===== src/rtl/multdiv_ctrl.sv =====
// rtl/multdiv_ctrl.sv - iterative signed multiply/divide unit with register write-back control
// One product/quotient bit per cycle; the pipeline is stalled while MULT or DIV is running.
module multdiv_ctrl (
   input  logic        clock,
   input  logic        reset,
   input  logic        ctrl_MULT,
   input  logic        ctrl_DIV,
   input  logic [31:0] data_operandA,
   input  logic [31:0] data_operandB,
   input  logic [4:0]  rd,
   output logic [31:0] data_result,
   output logic        data_exception,
   output logic        data_resultRDY,
   output logic        stall,
   output logic [4:0]  rd_out,
   output logic        write_rd,
   output logic        write_30,
   output logic [31:0] rstatus_out
);

   typedef enum logic [1:0] {
      S_IDLE = 2'd0,
      S_MULT = 2'd1,
      S_DIV  = 2'd2,
      S_DONE = 2'd3
   } state_t;

   state_t      state;
   state_t      state_nxt;

   logic [5:0]  cnt;
   logic [63:0] mcand;
   logic [31:0] mplier;
   logic [63:0] acc;
   logic [63:0] addend;
   logic [63:0] acc_nxt;
   logic        mult_ovf;

   logic [31:0] rem;
   logic [31:0] quo;
   logic [31:0] divisor;
   logic [32:0] trial;
   logic [32:0] diff;
   logic        trial_ge;
   logic [31:0] rem_nxt;
   logic [31:0] quo_nxt;
   logic [31:0] quo_signed;
   logic        q_neg;
   logic        div_ovf;

   logic        op_div;
   logic        exc_reg;
   logic [4:0]  rd_cap;

   logic        accept;
   logic        start_mult;
   logic        start_div;
   logic        div_zero;
   logic        last_iter;
   logic [31:0] mag_a;
   logic [31:0] mag_b;

   assign accept     = (state == S_IDLE) || (state == S_DONE);
   assign start_mult = accept & ctrl_MULT;
   assign start_div  = accept & ~ctrl_MULT & ctrl_DIV;
   assign div_zero   = start_div & (data_operandB == 32'd0);
   assign last_iter  = (cnt == 6'd31);
   assign mag_a      = data_operandA[31] ? -data_operandA : data_operandA;
   assign mag_b      = data_operandB[31] ? -data_operandB : data_operandB;

   always_ff @(posedge clock or posedge reset) begin
      if (reset) begin
         state <= S_IDLE;
      end else begin
         state <= state_nxt;
      end
   end

   always_comb begin
      state_nxt = state;
      case (state)
         S_IDLE, S_DONE: begin
            if (ctrl_MULT) begin
               state_nxt = S_MULT;
            end else if (ctrl_DIV) begin
               state_nxt = (data_operandB == 32'd0) ? S_DONE : S_DIV;
            end else begin
               state_nxt = S_IDLE;
            end
         end
         S_MULT: begin
            if (last_iter) state_nxt = S_DONE;
         end
         S_DIV: begin
            if (last_iter) state_nxt = S_DONE;
         end
         default: state_nxt = S_IDLE;
      endcase
   end

   // Bit 31 of the multiplier carries weight -2^31, so the final step subtracts.
   always_comb begin
      addend = 64'd0;
      if (mplier[0]) begin
         addend = last_iter ? -mcand : mcand;
      end
      acc_nxt  = acc + addend;
      mult_ovf = (acc_nxt[63:32] != {32{acc_nxt[31]}});
   end

   always_comb begin
      trial      = {rem, quo[31]};
      diff       = trial - {1'b0, divisor};
      trial_ge   = ~diff[32];
      rem_nxt    = trial_ge ? diff[31:0] : trial[31:0];
      quo_nxt    = {quo[30:0], trial_ge};
      quo_signed = q_neg ? -quo_nxt : quo_nxt;
   end

   always_ff @(posedge clock or posedge reset) begin
      if (reset) begin
         cnt         <= 6'd0;
         mcand       <= 64'd0;
         mplier      <= 32'd0;
         acc         <= 64'd0;
         rem         <= 32'd0;
         quo         <= 32'd0;
         divisor     <= 32'd0;
         q_neg       <= 1'b0;
         div_ovf     <= 1'b0;
         op_div      <= 1'b0;
         exc_reg     <= 1'b0;
         rd_cap      <= 5'd0;
         rd_out      <= 5'd0;
         data_result <= 32'd0;
      end else if (start_mult) begin
         cnt    <= 6'd0;
         mcand  <= {{32{data_operandA[31]}}, data_operandA};
         mplier <= data_operandB;
         acc    <= 64'd0;
         rd_cap <= rd;
         op_div <= 1'b0;
      end else if (start_div) begin
         cnt     <= 6'd0;
         rem     <= 32'd0;
         quo     <= mag_a;
         divisor <= mag_b;
         q_neg   <= data_operandA[31] ^ data_operandB[31];
         div_ovf <= (data_operandA == 32'h8000_0000) && (data_operandB == 32'hFFFF_FFFF);
         rd_cap  <= rd;
         op_div  <= 1'b1;
         // Divide by zero completes on this very edge.
         if (div_zero) begin
            data_result <= 32'd0;
            exc_reg     <= 1'b1;
            rd_out      <= rd;
         end
      end else if (state == S_MULT) begin
         mcand  <= mcand << 1;
         mplier <= mplier >> 1;
         acc    <= acc_nxt;
         cnt    <= last_iter ? 6'd0 : cnt + 6'd1;
         if (last_iter) begin
            data_result <= acc_nxt[31:0];
            exc_reg     <= mult_ovf;
            rd_out      <= rd_cap;
         end
      end else if (state == S_DIV) begin
         rem <= rem_nxt;
         quo <= quo_nxt;
         cnt <= last_iter ? 6'd0 : cnt + 6'd1;
         if (last_iter) begin
            data_result <= quo_signed;
            exc_reg     <= div_ovf;
            rd_out      <= rd_cap;
         end
      end
   end

   always_comb begin
      stall          = (state == S_MULT) || (state == S_DIV);
      data_resultRDY = (state == S_DONE);
      data_exception = data_resultRDY & exc_reg;
      write_rd       = data_resultRDY & ~exc_reg & (rd_out != 5'd0);
      write_30       = data_resultRDY & exc_reg & (rd_out != 5'd0);
      rstatus_out    = 32'd0;
      if (write_30) begin
         rstatus_out = op_div ? 32'd5 : 32'd4;
      end
   end

endmodule


===== config.mk =====
export PLATFORM = sky130hd
export DESIGN_NAME = multdiv_ctrl
export DESIGN_NICKNAME = d
export VERILOG_FILES = /design/src/rtl/multdiv_ctrl.sv
export SDC_FILE = /design/constraint.sdc
export NUM_CORES = 1
export LEC_CHECK = 0
export CORE_MARGIN = 3
export CORE_UTILIZATION = 55
export DETAILED_ROUTE_END_ITERATION = 6
export GPL_TIMING_DRIVEN = 0
export PLACE_DENSITY_LB_ADDON = 0.08
export SYNTH_ARGS = -nofsm -noshare
export SYNTH_HDL_FRONTEND = slang
export SYNTH_SLANG_ARGS = --single-unit

===== constraint.sdc =====
create_clock -name clock -period 18.7 [get_ports clock]
set_clock_uncertainty 0.2 [all_clocks]
set_input_delay 2.805 -clock clock [delete_from_list [all_inputs] [get_ports clock]]
set_output_delay 2.805 -clock clock [all_outputs]
set_load 0.03 [all_outputs]

-- After elaboration in Yosys (flattened, before gate mapping)
Index checks and enable logic that the tools add are counted.
- add/sub/neg operators: 7
- bitwise gates (word level): 13
- reductions and logical operators: 18
- mux-type cells: 54
- equal/unequal tests: 13
- operator list (cell ; count):
    $mux 32 ; 19
    $mux 64 ; 8
    $neg 32->32 ; 3
    $add 64x64->64 ; 1
    $eq 32x32->1 const B ; 2
    $neg 64->64 ; 1
    $mux 5 ; 7
    $sub 33x32->33 ; 1
    $logic_not 32->1 ; 1
    $ne 32x32->1 ; 1
    $mux 6 ; 5
    $mux 1 ; 10
    $and 1x1->1 ; 8
    $add 6x1->6 const B ; 1
    $eq 6x5->1 const B ; 1
    $mux 2 ; 3
    $ne 3x3->1 const B ; 2
    $reduce_and 3->1 ; 2
    $reduce_bool 2->1 ; 3
    $reduce_and 5->1 ; 1
    $reduce_bool 5->1 ; 1
    $eq 2x2->1 const B ; 2
    $ne 2x1->1 const B ; 2
    $ne 2x2->1 const B ; 2
    12 further kinds ; 18
- output and inout bits: 74
- word-level logic and storage cells: 120
- register bits after elaboration: 310
- input port bits: 73

-- Logic depth before layout (Yosys ltp)
Gate-level depths: netlist of the first run.
- depth in word-level cells: 8
- depth in mapped cells: 30
- mapped depth without buffers: 29

-- Worst setup path before layout of the first run
OpenSTA, ideal clock, no wires.
- kind: in2reg
- start point: input port data_operandB[7]
- end point: register data_result[11]
- path buffers: 1
- slack: 12.699 ns
- library setup time: 0.138 ns
- stages: 10
- data required time: 18.362 ns
- arrival: 5.662 ns
- cell sequence: or4_1 -> or4_1 -> or4_1 -> nor4_1 -> nand2_1 -> o21ai_1 -> nand2_1 -> clkbuf_1 -> a222oi_1 -> o21ai_0
- cells in the longest elaborated chain, start to end: 4
- ends and longest elaborated chain (element ; RTL line ; text):
    from (decl) ; 9 ; input logic [31:0] data_operandB,
    $logic_not 32->1 ; 66 ; assign div_zero = start_div & (data_operandB == 32'd0);
    $and 1x1->1 ; 66 ;
    $ne 2x1->1 (no line) ; -- ;
    $reduce_and 5->1 (no line) ; -- ;
    to (signal assigned) ; 164 ; data_result <= acc_nxt[31:0];
    to (signal assigned) ; 173 ; data_result <= quo_signed;
    to (decl) ; 11 ; output logic [31:0] data_result,
Every way passes these cells.
A chain may end at the register's enable or synchronous reset.

-- Final worst setup path of the first run
- start point: register cnt[0]
- end point: register exc_reg
- cells in the longest elaborated chain, start to end: 8
- elaborated cells on any way between the ends: 11
- ends and longest elaborated chain (element ; RTL line ; text):
    from (decl) ; 31 ; logic [5:0] cnt;
    from (signal assigned) ; 162 ; cnt <= last_iter ? 6'd0 : cnt + 6'd1;
    from (signal assigned) ; 171 ; cnt <= last_iter ? 6'd0 : cnt + 6'd1;
    $eq 6x5->1 * ; 67 ; assign last_iter = (cnt == 6'd31);
    $mux 64 ; 105 ; addend = last_iter ? -mcand : mcand;
    $mux 64 ; 104 ; if (mplier[0]) begin
    $add 64x64->64 ; 107 ; acc_nxt = acc + addend;
    $ne 32x32->1 ; 108 ; mult_ovf = (acc_nxt[63:32] != {32{acc_nxt[31]}});
    $mux 1 ; 163 ; if (last_iter) begin
    $mux 1 ; 158 ; end else if (state == S_MULT) begin
    $mux 1 ; 143 ; end else if (start_div) begin
    to (signal assigned) ; 165 ; exc_reg <= mult_ovf;
    to (signal assigned) ; 174 ; exc_reg <= div_ovf;
    to (decl) ; 52 ; logic exc_reg;
Every way passes the cells marked *; elsewhere a longest branch is shown, timed or not. The select of a mux whose other input is x is not followed.

==> metrics, run 1 <==
P&R area growth vs syn=14.0%; worst vdd ir=87.1 uV; Pwr Total=approximately 4.2 mW; Worst-path clk slew=0.06 ns; max cap viols=0; crit path launch=cnt[0]; slowest CP cell=clkbuf_1; clk_lat worst skew=between 0.5 and 0.6 ns; Setup Viol. Count Final=0; CTS Buf Count=38; GPL Wtd Cong=0.966; Max stage delay on crit path=around 0.68 ns; final net count=around 3000; Min-Delay Path Class=reg -> reg; Leak=~11 nW; area of the core=~40000 sq um; share of cells above drive strength 1=under 10%; Finished Layout Cells=3445; root buf cell=clkbuf_16; # resized after CTS=0; Worst Path Required=~19 ns; Synth area leader=dfrtp_1; Critical R2R Launch=cnt[0]; H-tree depth=2; DR vias/cell=~6.2; Final Hold Fails=0; first-pass GRT wire length=around 120 mm; critical path, cell by cell=ha_1 -> nand2_1 -> or3_1 -> clkbuf_1 -> clkbuf_1 -> clkbuf_1 -> o21ai_0 -> a21boi_0 -> ha_1 -> clkbuf_1 -> nand4_1 -> nor2_1 -> o211ai_1 -> a221oi_1 -> nand3_1 -> a31oi_1 -> a31oi_1 -> xnor2_1 -> or4_1 -> or3_1 -> or4_1 -> o21ai_0 -> a21oi_1; Synth Instances=between 2000 and 3000; Distinct cells, synth=72; Sink Count=310; vias in the first global route=~20000; # DRC=1; CP most frequent cell=clkbuf_1; number of antenna violations at the first check in global routing=0; Post-Syn Area=22400 sq um; RSZ-0062 raised after global routing=false; die width=just over 200 um; status=finished with violations; initial DRC count=roughly 2200; CTS tree=done; kind of critical path=reg -> reg; worst-margin pin slew=roughly 1.3 ns; Worst setup SP type=register; GRT Total Usage=about 33%; CP delay by family, top=compound AO/OA/AOI/OAI gates; post-detail-place hpwl=roughly 56 mm; Critical Path AT=approximately 8.2 ns; number of port buffers=approximately 110; Post CTS Setup Buffer Count=0; Ports=147; Worst Setup End Kind=register; met2 GRT Util=roughly 52%; largest cells by area after synthesis=dfrtp_1 (35%), o21ai_0 (7.5%), nand2_1 (6.0%), ha_1 (5.8%), a21oi_1 (4.8%); Hold-fix buffers, CTS=0; met3 global-route usage=under 10%; count of pins over their slew limit=0; commonest cells in the netlist=nand2_1 (359), o21ai_0 (336), dfrtp_1 (310); WP buf/inv=4; WHS=0.284 ns; routed via count=roughly 21000; syn_area_per_cell=slightly above 8 sq um; largest registers=acc x64, mcand x64; hold_sp=mplier[15]; Die Ht=roughly 210 um; Synth async-reset ratio=100%; drt first pass iters=7; total wire length=about 74 mm; Peak Freq=125 MHz; EDFF count, synth=0; clk buf depth=3; Most used DFF post-synth=dfrtp_1; Period minus WS final=about 8 ns; DRT antenna net count=0; largest net degree at the start of global routing=around 120; Synth Register Bits=310; normalized max-slew margin=about 15%; failing checks=DRC; most numerous cell in the Yosys netlist=nand2_1; global routing usage on met1=between 40% and 50%; Yosys warning count=0; row count=73; global route total overflow=0; starting density of the core=~56%; antenna cells=0; Tcrit/Tclk final=between 40 and 50%; wire per inst=around 21 um; sequential area share after synthesis=around 35%; Most Crowded Layer GR=met2; Crit Path Max Fanout=10; Total Neg Setup Slack=0 ns; Placed Cells=between 3000 and 4000; share of the synthesized area in the top cell type=34.7%; DIE AREA=approximately 43000 sq um; Pwr Density=164 nW/um^2
## final timing paths
| kind | cells past startpoint | endpoint | slack, ns |
|---|---|---|---|
| max | 23 | exc_reg | 10.71 |
| min | 2 | mplier[15] | 0.28 |
| max reg2reg | 23 | exc_reg | 10.71 |
| min reg2reg | 2 | mplier[15] | 0.28 |
| max in group asynchronous | 3 | acc[42] | 14.70 |
| min in group asynchronous | 2 | quo[10] | 2.54 |
## power by group
part | internal, mW | total, mW | leakage (nW) | switching (mW)
Combinational | 0.840 | 2.34 | 6.61 | 1.50
Sequential | 0.911 | 1.14 | 4.07 | 0.226
Clock | 0.417 | 0.719 | 0.569 | 0.302
Total | 2.17 | 4.19 | 11.2 | 2.02
## layout by cell type (no fill, tap or decap), types with 18 or more instances in the layout
cell             count
nor2_1             158
nor3_1              44
o21ai_0            336
nand3_1             35
mux2i_1             84
a21oi_1            216
nand2_1            359
a22o_1              68
or4_1               21
xor2_1             123
and2_1              70
ha_1               104
inv_1               78
a21o_1              43
clkbuf_1           149
o41ai_1             19
dfrtp_1            310
a31oi_1             18
conb_1              30
clkdlybuf4s50_1    113
or3_1               23
nand2b_1            20
nor4_1              24
xnor2_1            101
clkbuf_16           38
and3_1              21
buf_4               32
nand4_1             29
o31ai_1             42
## through the flow
step | instance area, sq um | util, % | worst slack [ns]
global route | 25500 | 63.8 | 10.37
finish | 25500 | 63.8 | 10.71
global placement | 24300 | 60.7 | 3.00
CTS | 25500 | 63.8 | 10.87
floorplan | 22500 | - | 7.12
detailed placement | 24400 | 60.9 | 10.93
## cell type report
class,count,area [sq um]
fillers,3495,14500
clock inverters,10,118
flip-flops and latches,310,7760
well taps,525,657
multi-input cells,2165,13600
plain buffers,185,821
clock buffers,53,1050
repair buffers,116,1190
inverters,81,312
## metal layers
metal,wire length [um],up-vias
met3,5580,159
li1,-,10000
met5,0,-
met2,33200,880
met4,2670,0
met1,32100,10400
## tightest hold or removal path: cells and delay by family, from the launching register on
family | cells | cell delay [ns]
AO/OA/AOI/OAI | 1 | 0.06
flip-flops | 1 | 0.34
AND/OR/NAND/NOR | 1 | 0.04
## kinds of logic (layout without fill, tap and decap cells)
group,count (synthesis),count (layout),synth area share (%)
xor+xnor,224,224,8.76
buf+inv,266,445,5.03
other cells,1,30,0.0168
compound gates,868,868,23.7
simple gates,848,848,17.8
flops,310,310,34.7
fa+ha+maj,106,106,5.99
mux,89,89,4.01
Power figures use the tool's default switching activity.
==> run 2, diff against run 1 <==
==> constraint.sdc (replaced) <==
create_clock -name clock -period 8.2 [get_ports clock]
set_clock_uncertainty 0.2 [all_clocks]
set_input_delay 1.23 -clock clock [delete_from_list [all_inputs] [get_ports clock]]
set_output_delay 1.23 -clock clock [all_outputs]
set_load 0.03 [all_outputs]
==> run 2 against run 1 <==
  * The run now ends clean
  * Setup slack got worse by 11 ns
  * Cell count increased by 0.26%
  * Largest power group unchanged
  * Combinational power increased by 130%
  * Sequential share of layout area decreased by 0.27 points
  * Die area unchanged
  * First-iteration DRC count increased by 6.5%
  * Register-to-register slack got worse by 11 ns
  * Sequential power increased by 130%
  * Flip-flop and latch count unchanged
  * Critical endpoint unchanged
  * Non-clock buffer count increased by 7
==> metrics, run 2 (same netlist as run 1, synthesis figures left out) <==
DIE AREA=43200 sq um (unchanged); Final Hold Fails=0 (unchanged); Switch Pwr=4.59 mW (+130%); post-detail-place hpwl=56.6 mm (+1.3%); share of cells above drive strength 1=4.54% (+0.47 points); Peak Freq=124 MHz (-0.68%); root buf cell=clkbuf_16; Period minus WS final=8.04 ns (+0.0549 ns); Worst setup SP type=register; die width=208 um (unchanged); Final Worst Setup Slack=0.158 ns (-10.55 ns); normalized max-slew margin=23.4% (+8.6 points); worst-margin pin slew=1.14 ns (-0.128 ns); final core utilization=64.4% (+0.58 points); largest net degree at the start of global routing=44 (-64%); global route total overflow=0 (unchanged); reg-to-reg setup timing slack=0.16 ns (-10.55 ns); WP buf/inv=4 (unchanged); critical path, cell by cell=ha_1 -> nand2_1 -> or3_1 -> clkbuf_1 -> clkbuf_1 -> clkbuf_1 -> o21ai_0 -> a21boi_0 -> ha_1 -> clkbuf_1 -> nand4_1 -> nor2_1 -> o211ai_1 -> a221oi_1 -> nand3_1 -> a31oi_1 -> a31oi_1 -> xnor2_1 -> or4_1 -> or3_1 -> or4_1 -> o21ai_0 -> a21oi_1; Setup Viol. Count Final=0 (unchanged); worst vdd ir=293 uV (+240%); Multi-input gate area=13600 sq um (about the same); internal power=5.07 mW (+130%); logic gate share of total power=54.9% (-0.8 points); Layout fillers=3496 (+0.029%); Sw Share=47.5% (-0.75 points); clock power share=18.3% (+1.1 points); Place WS=0.407 ns (-10.52 ns); count of pins over their slew limit=0 (unchanged); total wire length=73.4 mm (-0.29%); slowest CP cell=a221oi_1; Seq pwr share=26.8% (-0.3 points); drt first pass iters=6 (-1); Worst-path clk slew=0.06 ns (about the same); max cap viols=0 (unchanged); Total Neg Setup Slack=0 ns (unchanged); kind of critical path=reg -> reg; P&R area growth vs syn=15.1%; Crit Path Max Fanout=10 (unchanged); area of the core=40000 sq um (unchanged); antenna cells=0 (unchanged); status=complete, no violations; Worst Setup End Kind=register; H-tree depth=2 (unchanged); DR vias/cell=6.19 (-0.47%); Sink Count=310 (unchanged); CTS Buf Count=37 (-2.6%); number of port buffers=113 (unchanged); most frequent cells in the layout=nand2_1 (359), o21ai_0 (336), dfrtp_1 (310); row count=73 (unchanged); DRT antenna net count=0 (unchanged); FF/Latch Area=7760 sq um (unchanged); Worst Path Required=8.41 ns (-10.50 ns); RSZ-0062 raised after global routing=false; Min-Delay Path Class=reg -> reg; Max stage delay on crit path=0.70 ns (+0.02 ns); clk buf depth=3 (unchanged); CP most frequent cell=clkbuf_1; GRT Total Usage=33.0% (-0.052 points); Hold-fix buffers, CTS=0 (unchanged); largest registers=acc x64, mcand x64; # DRC=0 (-1); clk_lat worst skew=0.56 ns (about the same); initial DRC count=2370 (+6.5%); Critical Path AT=8.25 ns (+0.05 ns); number of antenna violations at the first check in global routing=1 (+1); commonest non-fill, non-tap cell in the layout=nand2_1; WHS=0.284 ns (+0.0000130 ns); CP delay by family, top=compound AO/OA/AOI/OAI gates; first-pass GRT wire length=115 mm (-0.43%); Pwr Density=375 nW/um^2 (+130%); final net count=3082 (+0.20%); Die Ht=208 um (unchanged); routed via count=21400 (-0.21%); starting density of the core=56.0% (unchanged); Post CTS Setup Buffer Count=0 (unchanged); # resized after CTS=0 (unchanged); wire per inst=21.2 um (-0.55%); vias in the first global route=20500 (+0.83%); CTS tree=done; Leak=11.4 nW (+1.0%); Ports=147 (unchanged); GPL Wtd Cong=1.01 (+4.3%); Tcrit/Tclk final=98.1% (+55 points)
run 2: cell count changes in the layout (fill, tap and decap cells not counted), sizes merged:
cell	before	now
clkinv	8	13
clkbuf	191	184
clkinvlp	1	2
inv	80	79
bufinv	2	6
buf	50	57
run 2: per-layer routing:
metal / routed length (um) / share of wire, % / GRT usage [%] / vias up
met5: 13 / 0.018 / 0 / -
met4: 2740 / 3.7 / 12.4 / 2
met3: 5520 / 7.5 / 4.79 / 168
met2: 33600 / 46 / 52.5 / 872
met1: 31500 / 43 / 46.0 / 10300
li1: - / - / - / 10000
run 2: final timing paths:
kind | startpoint | endpoint | cells past startpoint
hold reg to reg | mplier[7] | mplier[7] | 2
max in group asynchronous | reset | acc[59] | 6
min in group asynchronous | reset | quo[16] | 2
hold / removal | mplier[7] | mplier[7] | 2
setup / recovery | cnt[0] | exc_reg | 23
setup reg to reg | cnt[0] | exc_reg | 23
run 2: area by class of cell:
class / instances / share of cell area, %
Buffer: 185 / 3.19
Clock inverter: 19 / 1.05
Tap cell: 525 / 2.55
Inverter: 81 / 1.19
Multi-Input combinational cell: 2165 / 52.9
Clock buffer: 46 / 3.92
Timing Repair Buffer: 123 / 5.12
Sequential cell: 310 / 30.1
run 2: worst reg2reg max path, delay by kind of cell, from the launching register on:
| kind | cells | cell delay (ns) |
|---|---|---|
| AOI/OAI and AO/OA | 8 | 2.52 |
| DFF | 1 | 0.41 |
| xor gates and xnor gates | 1 | 0.22 |
| adders and majority gates | 2 | 0.46 |
| and+or+nand+nor | 8 | 2.09 |
| buffers and inverters | 4 | 2.02 |
run 2: power groups by stage:
stage	combinational, mW	clock, mW	sequential, mW
finish	5.30	1.76	2.59
global route	5.84	1.84	2.66
CTS	5.22	1.79	2.57
detailed placement	5.18	0	2.59
global placement	5.06	0	2.57
floorplan	3.80	0	2.45
run 2: through the flow:
step	area, sq um	std cells	power (mW)
after global routing	25800	3454	10.3
after global placement	24300	3379	7.64
after detailed placement	24500	3389	7.78
final	25800	3454	9.66
after floorplan	22500	2741	6.25
after CTS	25800	3454	9.58
